==> src/rtl/sprite_engine.sv <==
// sprite_engine: clears a SCR_W x SCR_H frame buffer, draws N_SPR rectangular
// sprites at their start positions, then once per frame tick erases, moves
// and redraws each sprite in index order.
// Optional feature: define SPRITE_COLLIDE_EN to reject moves that would make
// two sprites overlap, latching a sticky per-sprite collide flag.
//
// Pixel interface: x/y/colour carry a pixel write exactly in the cycles where
// plot is high. There is no back-pressure, so the consumer must accept one
// write per clock. When plot is low, x, y and colour are driven to 0.
module sprite_engine #(
    parameter int N_SPR     = 2,
    parameter int SPR_W     = 8,
    parameter int SPR_H     = 16,
    parameter int SCR_W     = 160,
    parameter int SCR_H     = 120,
    parameter int Y_MIN     = 10,
    parameter int Y_MAX     = 100,
    parameter int FRAME_DIV = 833332
) (
    input  logic                 CLOCK_50,
    input  logic                 resetn,
    input  logic                 clear,
    input  logic [N_SPR-1:0]     mv_up,
    input  logic [N_SPR-1:0]     mv_dn,
    input  logic [N_SPR-1:0]     mv_lf,
    input  logic [N_SPR-1:0]     mv_rt,
    input  logic [8*N_SPR-1:0]   init_x,
    input  logic [8*N_SPR-1:0]   init_y,
    input  logic [8*N_SPR-1:0]   x_min,
    input  logic [8*N_SPR-1:0]   x_max,
    input  logic [3*N_SPR-1:0]   spr_colour,
    output logic [7:0]           x,
    output logic [6:0]           y,
    output logic [2:0]           colour,
    output logic                 plot,
    output logic                 busy,
    output logic                 overrun,
    output logic [N_SPR-1:0]     collide,
    output logic [2:0]           state_dbg
);

    localparam int IDX_W = (N_SPR > 1) ? $clog2(N_SPR) : 1;
    localparam int SLOTS = 1 << IDX_W;
    localparam int DIV_W = (FRAME_DIV > 1) ? $clog2(FRAME_DIV) : 1;

    localparam logic [DIV_W-1:0] DIV_LAST = DIV_W'(FRAME_DIV - 1);
    localparam logic [3:0]       COL_LAST = 4'(SPR_W - 1);
    localparam logic [3:0]       ROW_LAST = 4'(SPR_H - 1);
    localparam logic [7:0]       CX_LAST  = 8'(SCR_W - 1);
    localparam logic [6:0]       CY_LAST  = 7'(SCR_H - 1);
    localparam logic [IDX_W-1:0] SPR_LAST = IDX_W'(N_SPR - 1);
    localparam logic [7:0]       Y_LO     = 8'(Y_MIN);
    localparam logic [7:0]       Y_HI     = 8'(Y_MAX);

    typedef enum logic [2:0] {
        S_CLEAR  = 3'd0,
        S_INIT   = 3'd1,
        S_IDLE   = 3'd2,
        S_ERASE  = 3'd3,
        S_UPDATE = 3'd4,
        S_DRAW   = 3'd5
    } state_t;

    state_t           state, state_nx;
    logic             started;
    logic [DIV_W-1:0] div_cnt;
    logic             tick;
    logic [7:0]       cx;
    logic [6:0]       cy;
    logic [3:0]       col, row;
    logic [IDX_W-1:0] spr;
    logic [7:0]       pos_x [SLOTS];
    logic [7:0]       pos_y [SLOTS];
    logic             pending;
    logic             overrun_q;

    logic       spr_last_px, clr_last, last_spr;
    logic [7:0] cur_x, cur_y, ini_x, ini_y, lim_lo, lim_hi;
    logic [2:0] cur_col;
    logic       want_l, want_r, want_u, want_d;
    logic [7:0] cand_x, cand_y, new_x, new_y;

    assign tick        = (div_cnt == DIV_LAST);
    assign spr_last_px = (col == COL_LAST) && (row == ROW_LAST);
    assign clr_last    = (cx == CX_LAST) && (cy == CY_LAST);
    assign last_spr    = (spr == SPR_LAST);
    assign busy        = (state != S_IDLE);
    assign overrun     = overrun_q;
    assign state_dbg   = state;

    // Fields of the sprite currently addressed by spr.
    always_comb begin
        cur_x   = pos_x[spr];
        cur_y   = pos_y[spr];
        ini_x   = init_x[8*spr +: 8];
        ini_y   = init_y[8*spr +: 8];
        lim_lo  = x_min[8*spr +: 8];
        lim_hi  = x_max[8*spr +: 8];
        cur_col = spr_colour[3*spr +: 3];
    end

`ifdef SPRITE_COLLIDE_EN
    logic             hit_x, hit_y, upd_hit;
    logic [N_SPR-1:0] collide_q;

    function automatic logic overlap(input logic [7:0] ax, input logic [7:0] ay,
                                     input logic [7:0] bx, input logic [7:0] by);
        return ({1'b0, ax} < {1'b0, bx} + 9'(SPR_W)) &&
               ({1'b0, bx} < {1'b0, ax} + 9'(SPR_W)) &&
               ({1'b0, ay} < {1'b0, by} + 9'(SPR_H)) &&
               ({1'b0, by} < {1'b0, ay} + 9'(SPR_H));
    endfunction
`endif

    // Bounded one-step move for the current sprite; opposing requests cancel.
    always_comb begin
        want_l = mv_lf[spr] & ~mv_rt[spr];
        want_r = mv_rt[spr] & ~mv_lf[spr];
        want_u = mv_up[spr] & ~mv_dn[spr];
        want_d = mv_dn[spr] & ~mv_up[spr];
        cand_x = cur_x;
        cand_y = cur_y;
        if (want_l && (cur_x > lim_lo))
            cand_x = cur_x - 8'd1;
        else if (want_r && (cur_x < lim_hi))
            cand_x = cur_x + 8'd1;
        if (want_u && (cur_y > Y_LO))
            cand_y = cur_y - 8'd1;
        else if (want_d && (cur_y < Y_HI))
            cand_y = cur_y + 8'd1;
`ifdef SPRITE_COLLIDE_EN
        hit_x = 1'b0;
        hit_y = 1'b0;
        for (int j = 0; j < N_SPR; j++) begin
            if (IDX_W'(j) != spr) begin
                if ((cand_x != cur_x) && overlap(cand_x, cur_y, pos_x[j], pos_y[j]))
                    hit_x = 1'b1;
                if ((cand_y != cur_y) && overlap(cur_x, cand_y, pos_x[j], pos_y[j]))
                    hit_y = 1'b1;
            end
        end
        new_x   = hit_x ? cur_x : cand_x;
        new_y   = hit_y ? cur_y : cand_y;
        upd_hit = hit_x | hit_y;
`else
        new_x = cand_x;
        new_y = cand_y;
`endif
    end

    // First clock after reset release arms pixel output.
    always_ff @(posedge CLOCK_50 or negedge resetn) begin
        if (!resetn) started <= 1'b0;
        else         started <= 1'b1;
    end

    // FSM state register.
    always_ff @(posedge CLOCK_50 or negedge resetn) begin
        if (!resetn) state <= S_CLEAR;
        else         state <= state_nx;
    end

    // FSM next-state logic; clear overrides every transition.
    always_comb begin
        state_nx = state;
        case (state)
            S_CLEAR:  if (started && clr_last) state_nx = S_INIT;
            S_INIT:   if (spr_last_px && last_spr) state_nx = S_IDLE;
            S_IDLE:   if (tick || pending) state_nx = S_ERASE;
            S_ERASE:  if (spr_last_px) state_nx = S_UPDATE;
            S_UPDATE: state_nx = S_DRAW;
            S_DRAW:   if (spr_last_px) state_nx = last_spr ? S_IDLE : S_ERASE;
            default:  state_nx = S_CLEAR;
        endcase
        if (clear) state_nx = S_CLEAR;
    end

    // Scan counters, sprite index and sprite positions.
    always_ff @(posedge CLOCK_50 or negedge resetn) begin
        if (!resetn) begin
            cx  <= '0;
            cy  <= '0;
            col <= '0;
            row <= '0;
            spr <= '0;
            for (int k = 0; k < SLOTS; k++) begin
                pos_x[k] <= '0;
                pos_y[k] <= '0;
            end
        end else if (clear) begin
            cx  <= '0;
            cy  <= '0;
            col <= '0;
            row <= '0;
            spr <= '0;
        end else begin
            case (state)
                S_CLEAR: begin
                    if (started) begin
                        if (cx == CX_LAST) begin
                            cx <= '0;
                            cy <= (cy == CY_LAST) ? 7'd0 : cy + 7'd1;
                        end else begin
                            cx <= cx + 8'd1;
                        end
                    end
                end
                S_INIT, S_ERASE, S_DRAW: begin
                    if (state == S_INIT) begin
                        pos_x[spr] <= ini_x;
                        pos_y[spr] <= ini_y;
                    end
                    if (col == COL_LAST) begin
                        col <= '0;
                        if (row == ROW_LAST) begin
                            row <= '0;
                            if (state != S_ERASE)
                                spr <= last_spr ? '0 : spr + IDX_W'(1);
                        end else begin
                            row <= row + 4'd1;
                        end
                    end else begin
                        col <= col + 4'd1;
                    end
                end
                S_UPDATE: begin
                    pos_x[spr] <= new_x;
                    pos_y[spr] <= new_y;
                end
                default: ;
            endcase
        end
    end

    // Free-running frame divider, never paused or cleared by the FSM.
    always_ff @(posedge CLOCK_50 or negedge resetn) begin
        if (!resetn) div_cnt <= '0;
        else         div_cnt <= tick ? '0 : div_cnt + DIV_W'(1);
    end

    // One-deep tick queue while a pass runs; a second queued tick is dropped.
    always_ff @(posedge CLOCK_50 or negedge resetn) begin
        if (!resetn) begin
            pending   <= 1'b0;
            overrun_q <= 1'b0;
        end else begin
            overrun_q <= 1'b0;
            if (clear) begin
                pending <= 1'b0;
            end else begin
                case (state)
                    S_IDLE: pending <= 1'b0;
                    S_ERASE, S_UPDATE, S_DRAW: begin
                        if (tick) begin
                            if (pending) overrun_q <= 1'b1;
                            else         pending   <= 1'b1;
                        end
                    end
                    default: pending <= 1'b0;
                endcase
            end
        end
    end

`ifdef SPRITE_COLLIDE_EN
    // Sticky collision flags, set when UPDATE rejects a move.
    always_ff @(posedge CLOCK_50 or negedge resetn) begin
        if (!resetn)
            collide_q <= '0;
        else if (clear)
            collide_q <= '0;
        else if ((state == S_UPDATE) && upd_hit)
            collide_q[spr] <= 1'b1;
    end
    assign collide = collide_q;
`else
    assign collide = '0;
`endif

    // Pixel output mux; everything is 0 when no write is issued.
    always_comb begin
        x      = '0;
        y      = '0;
        colour = '0;
        plot   = 1'b0;
        case (state)
            S_CLEAR: begin
                if (started) begin
                    plot = 1'b1;
                    x    = cx;
                    y    = cy;
                end
            end
            S_INIT: begin
                plot   = 1'b1;
                x      = ini_x + {4'b0, col};
                y      = ini_y[6:0] + {3'b0, row};
                colour = cur_col;
            end
            S_ERASE: begin
                plot = 1'b1;
                x    = cur_x + {4'b0, col};
                y    = cur_y[6:0] + {3'b0, row};
            end
            S_DRAW: begin
                plot   = 1'b1;
                x      = cur_x + {4'b0, col};
                y      = cur_y[6:0] + {3'b0, row};
                colour = cur_col;
            end
            default: ;
        endcase
    end

endmodule

==> config.mk <==
export PLATFORM = sky130hd
export DESIGN_NAME = sprite_engine
export DESIGN_NICKNAME = d
export VERILOG_FILES = /design/src/rtl/sprite_engine.sv
export SDC_FILE = /design/constraint.sdc
export NUM_CORES = 1
export LEC_CHECK = 0
export BUFFER_PORTS_ARGS = -buffer_cell sky130_fd_sc_hd__buf_4
export CAP_MARGIN = 30
export CORE_ASPECT_RATIO = 1.2
export CORE_MARGIN = 2
export CORE_UTILIZATION = 55
export DETAILED_ROUTE_END_ITERATION = 6
export GPL_ROUTABILITY_DRIVEN = 0
export PLACE_DENSITY = 0.77
export SLEW_MARGIN = 20
export SYNTH_ARGS = -nofsm -noshare
export SYNTH_HDL_FRONTEND = slang
export SYNTH_SLANG_ARGS = --single-unit
==> constraint.sdc <==
create_clock -name CLOCK_50 -period 4 [get_ports CLOCK_50]
set_clock_uncertainty 0.15 [all_clocks]
set_input_delay 0.4 -clock CLOCK_50 [delete_from_list [all_inputs] [get_ports CLOCK_50]]
set_output_delay 0.4 -clock CLOCK_50 [all_outputs]
set_load 0.01 [all_outputs]
# ---- Yosys cells after proc, flatten, opt, wreduce, memory -nomap -nowiden
# Index checks and enable logic that the tools add are counted.
dict set report totals {
  regBits 82
}
dict set report classes {
  n_addsub 14
  multipliers 1
  order_cmp 7
  eq_ne 19
  n_shift 5
  mux 73
  bitwise_logic 10
  reduce_logical 29
}
# op n
set ops {}
lappend ops {{8-bit two-way mux} 16}
lappend ops {{16-bit bitwise mux} 4}
lappend ops {{16-bit one-hot mux with 2 select lines} 2}
lappend ops {{16-bit by 5-bit variable part select with 8-bit output} 4}
lappend ops {{7-bit two-way mux} 6}
lappend ops {{16-bit two-way mux} 2}
lappend ops {{4-bit two-way mux} 7}
lappend ops {{8-bit by 1-bit adder with 8-bit output, second input constant} 3}
lappend ops {{8-bit one-hot mux with 3 select lines} 1}
lappend ops {{1-bit two-way mux} 23}
lappend ops {{3-bit two-way mux} 7}
lappend ops {{7-bit one-hot mux with 3 select lines} 1}
lappend ops {{20-bit by 1-bit adder with 20-bit output, second input constant} 1}
lappend ops {{20-bit equality test, second input constant} 1}
lappend ops {{20-bit two-way mux} 1}
lappend ops {{3-bit != test, second input constant} 6}
lappend ops {{3-bit one-hot mux with 6 select lines} 1}
lappend ops {{8-bit by 4-bit adder with 8-bit output} 2}
lappend ops {{2-bit nonzero test} 8}
lappend ops {{8-bit by 1-bit subtractor with 8-bit output, second input constant} 2}
lappend ops {{7-bit by 4-bit adder with 7-bit output} 2}
lappend ops {{1-bit logical AND} 9}
lappend ops {{4-bit by 1-bit adder with 4-bit output, second input constant} 2}
lappend ops {{8-bit demux with 1-bit select} 1}
lappend ops {{32 further kinds} 46}

# ---- Longest topological paths before layout
dict set report depth {
  word_depth 10
  mapped_depth 17
}

# ---- Least setup slack after synthesis
# Ideal clock, no wire load.
dict set report synth_timing {
  path_type {register -> output}
  from {register state[1], in the netlist state_dbg[1]}
  to {output port x[6]}
  t_arrival_ps 3216
  slack_ps 234
  path_stages_with_launch 18
  path_buffers 4
  path_cell_list {dfrtp_1 -> clkbuf_1 -> nor2b_1 -> o21ai_1 -> buf_2 -> buf_1 -> clkbuf_1 -> nand2_1 -> o21ai_0 -> ha_1 -> inv_1 -> fa_1 -> nor2b_1 -> o21ai_0 -> nand2b_1 -> nand3_1 -> xor2_1 -> o21ai_0}
}
dict set report synth_between {
  elab_chain_cells 3
  elab_cells_between_ends 6
  cone_classes {eq/ne (3); mux (1); reduce/logical (2)}
}
# element line_no
set synth_lines {}
lappend synth_lines {{from (decl)} 64} ;# state_t state, state_nx;
lappend synth_lines {{from (signal assigned)} 160} ;# else state <= state_nx;
lappend synth_lines {{3-bit equality test / 3-bit by 2-bit equality test with 1-bit output (equally long branches)} 286} ;# case (state)
lappend synth_lines {{2-bit OR reduction (no line)} --}
lappend synth_lines {{8-bit one-hot mux with 3 select lines *} 286}
lappend synth_lines {{to (decl)} 32} ;# output logic [7:0] x,
# Every way passes the cells marked *; elsewhere a longest branch is shown, timed or not.

# ---- Worst setup path after layout
dict set report layout_timing {
  from {register state[1], in the netlist state_dbg[1]}
  to {output port y[5]}
}
dict set report layout_between {
  elab_chain_cells 3
  elab_cells_between_ends 6
  cone_classes {eq/ne (3); mux (1); reduce/logical (2)}
}
# element line_no
set layout_lines {}
lappend layout_lines {{3-bit equality test / 3-bit by 2-bit equality test with 1-bit output (equally long branches)} 286}
lappend layout_lines {{2-bit OR reduction (no line)} --}
lappend layout_lines {{7-bit one-hot mux with 3 select lines *} 286}
lappend layout_lines {{to (decl)} 33} ;# output logic [6:0] y,
# Marks and branches as above.

==> reports/summary.txt <==
status: complete, no violations
Hold Path Depth: 2
Slew headroom: 34.50%
initial core utilization: 55.65%
WP buf/inv: 2
maximum clock rate: 261.9 MHz
num rows: 43
Die Span Y: 122.0 microns
Arr. time, crit path: 3.27 ns
Worst path depth: 13
initial antenna violation count: 0
slowest CP cell: dfrtp_2
met3 usage: 3.959%
Mapped Area: 0.006377 sq mm
Synth top area share: 32.18%
fraction of layout cells with a size suffix above 1: 20.17%
max cap viols: 0
Synth Area in XOR/XNOR: 6.180%
post-route ant nets: 0
most common cell in the netlist: nand2_1
Finish-stage setup viols: 0
number of nets in the layout: 961
Synth Area in Adders: 7.495%
post-layout total power: 0.003303 W
Worst-Skew Late Latency: 0.34 ns
width of the die: 102.3 microns
ranking of synthesized cells by area: dfrtp_1, ha_1, mux2i_1, nand2_1, o21ai_0
Final WS setup: 0.1821 ns
worst hold start: init_y[7]
area leader, netlist: dfrtp_1
Clock Tree Buf Depth: 2
first-pass GRT wire length: 28600 microns
gr ovfl total: 0
Antenna diodes: 0
final-report max-slew violation count: 0
sequential element share of the synthesized area: 32.18%
Avg Inst Size Synth: 8.537 sq um
CTS tree: built
fin crit period: 3.818 ns
HPWL Detailed: 12920 microns
Crit path max-delay family: compound AO/OA/AOI/OAI gates
RSZ-0062 raised after global routing: no
FFs w/ async S/R, synth: 100.0%
most instantiated cells after synthesis: nand2_1, dfrtp_1, nor2_1
DR DRC count: 0
CP startpoint kind: flop
worst setup path category: reg2out
CP required: 3.45 ns
CTS Sinks: 82
DR WL/cell: 17.56 microns
number of flops mapped to enable cells by yosys: 0
Fin. Hold Viols: 0
largest net degree at the start of global routing: 54
TNS Setup: 0 ns
Hold Path Sink: pos_y[15]
Slew @ Worst Pin: 0.9752 ns
post-synthesis mux area share: 8.868%
Main synth FF type: dfrtp_1
CTS Root Cell: clkbuf_16
drt first pass iters: 5
Distinct cells, synth: 71
reg2reg end: pos_x[13]
CTS clk-pin slew, worst paths: 0.07 ns
pre-CTS setup slack: 0.4886 ns
#FFs+latches synth: 82
simple-gate share of the synthesized area: 22.31%
FF-to-FF Start: last_spr
power per cell area: 427.5 mW/mm^2
die area: 0.01248 sq mm
peak supply drop: 0.0002320 V
Routed WL: 17650 microns
H-Tree Depth: 3
period utilisation layout: 95.45%
warnings from Yosys: 0
Synth Area in Compound Gates: 18.60%
CP Capture Type: output port
FF-to-FF path depth: 10
Most Crowded Layer GR: met2
# IOs: 107
Placeable Area: 0.01146 sq mm
register area: 0.002058 sq mm
Layout area overhead: 21.15%
initial DRC count: 350
via count: 6156
CP max stage delay: 0.50 ns
Filler Cell Count: 948
GR Util met1: 37.82%
CP Launch Point: state_dbg[1]
CTS Buf Count: 9
flop-to-flop setup slack: 0.63 ns
Total GRT Usage: 28.63%
critical path, cell by cell: nor2b_2, o21ai_2, buf_4, nor2_1, a21oi_1, ha_1, a21o_1, a21oi_1, nor2b_1, o21ai_0, xor2_1, o21ai_0, buf_4
M2 GR Usage: 48.89%
Mapped Cells: 747
hold crit path type: in2reg
area of the multi-input gates: 0.004079 sq mm
crit path max fanout: 14
# port buffers: 104
vias per inst: 6.125
main combinational cell family by area after synthesis: simple AND/OR/NAND/NOR gates
vias in the first global route: 5974
Leak: 3.469 nW
[through the flow]
stage | std cells | utilization [%] | hold slack, ns | area (sq um)
final | 1005 | 67.42 | 0.1461 | 7726
after global routing | 1005 | 67.42 | 0.1572 | 7726
after CTS | 1003 | 67.18 | 0.1497 | 7699
after detailed placement | 986 | 64.09 | 0.2140 | 7345
after global placement | 984 | 63.61 | 0.3146 | 7289
after floorplan | 748 | - | -0.04559 | 6381
[layer usage]
| metal | share of wire (%) | vias up | routed length, microns |
|---|---|---|---|
| met1 | 41 | 2973 | 7250 |
| met3 | 7.1 | 35 | 1251 |
| met2 | 50 | 254 | 8794 |
| li1 | - | 2894 | - |
| met4 | 2.0 | 0 | 349 |
| met5 | 0 | - | 0 |
[kinds of logic after synthesis]
family / count (synthesis)
AOI/OAI and AO/OA: 175
xor gates and xnor gates: 45
adders and majority gates: 37
buffers and inverters: 61
DFF: 82
muxes: 52
other: 2
and+or+nand+nor: 293
[placed cells by master, fill, tap and decap left out, types with 6 or more instances in the layout]
cell type  count
and3_1        28
dfrtp_1       79
ha_1          35
nor2b_1        7
clkbuf_16      9
nand2b_1       8
xor2_1        24
nand2_1       84
a21oi_1       50
o21ai_0       54
buf_4        117
nand3_1       35
xnor2_1       21
nor2_1        67
inv_1         22
mux2_2         9
nand4_1       15
o31ai_1        7
or3_1          7
nor3_1        18
o211ai_1       6
mux2i_1       39
a221o_1       12
[what timing repair did]
action	4_1_cts	5_1_grt
buffers inserted	0	2
resized for setup	0	5
hold endpoints to repair	29	0
hold buffers	1	0
endpoints found under the setup margin	0	5
[layout make-up]
type | instances | share of cell area [%]
inverters | 24 | 1.166
flip-flops and latches | 82 | 26.64
clock buffers | 10 | 2.964
well taps | 157 | 2.543
clock inverters | 6 | 1.490
multi-input cells | 605 | 52.79
repair buffers | 121 | 12.40
[state kept, by name (all words and copies together), names as in the netlist, 3 cells and up]
name,count
cx,8
row,4
state_dbg,3
pos_x,16
pos_y,16
col,4
cy,7
div_cnt,20
[worst max path at each step]
stage            to
2_1_floorplan  x[6]
3_3_place_gp   x[6]
3_5_place_dp   x[7]
4_1_cts        x[6]
5_1_grt        y[5]
6_report       y[5]
[report_power, final]
part	internal, W	leakage (nW)	switching [W]
registers	0.000970	1.07	0.000176
clock network	0.000614	0.163	0.000352
logic	0.000523	2.24	0.000668
Power figures use the tool's default switching activity.
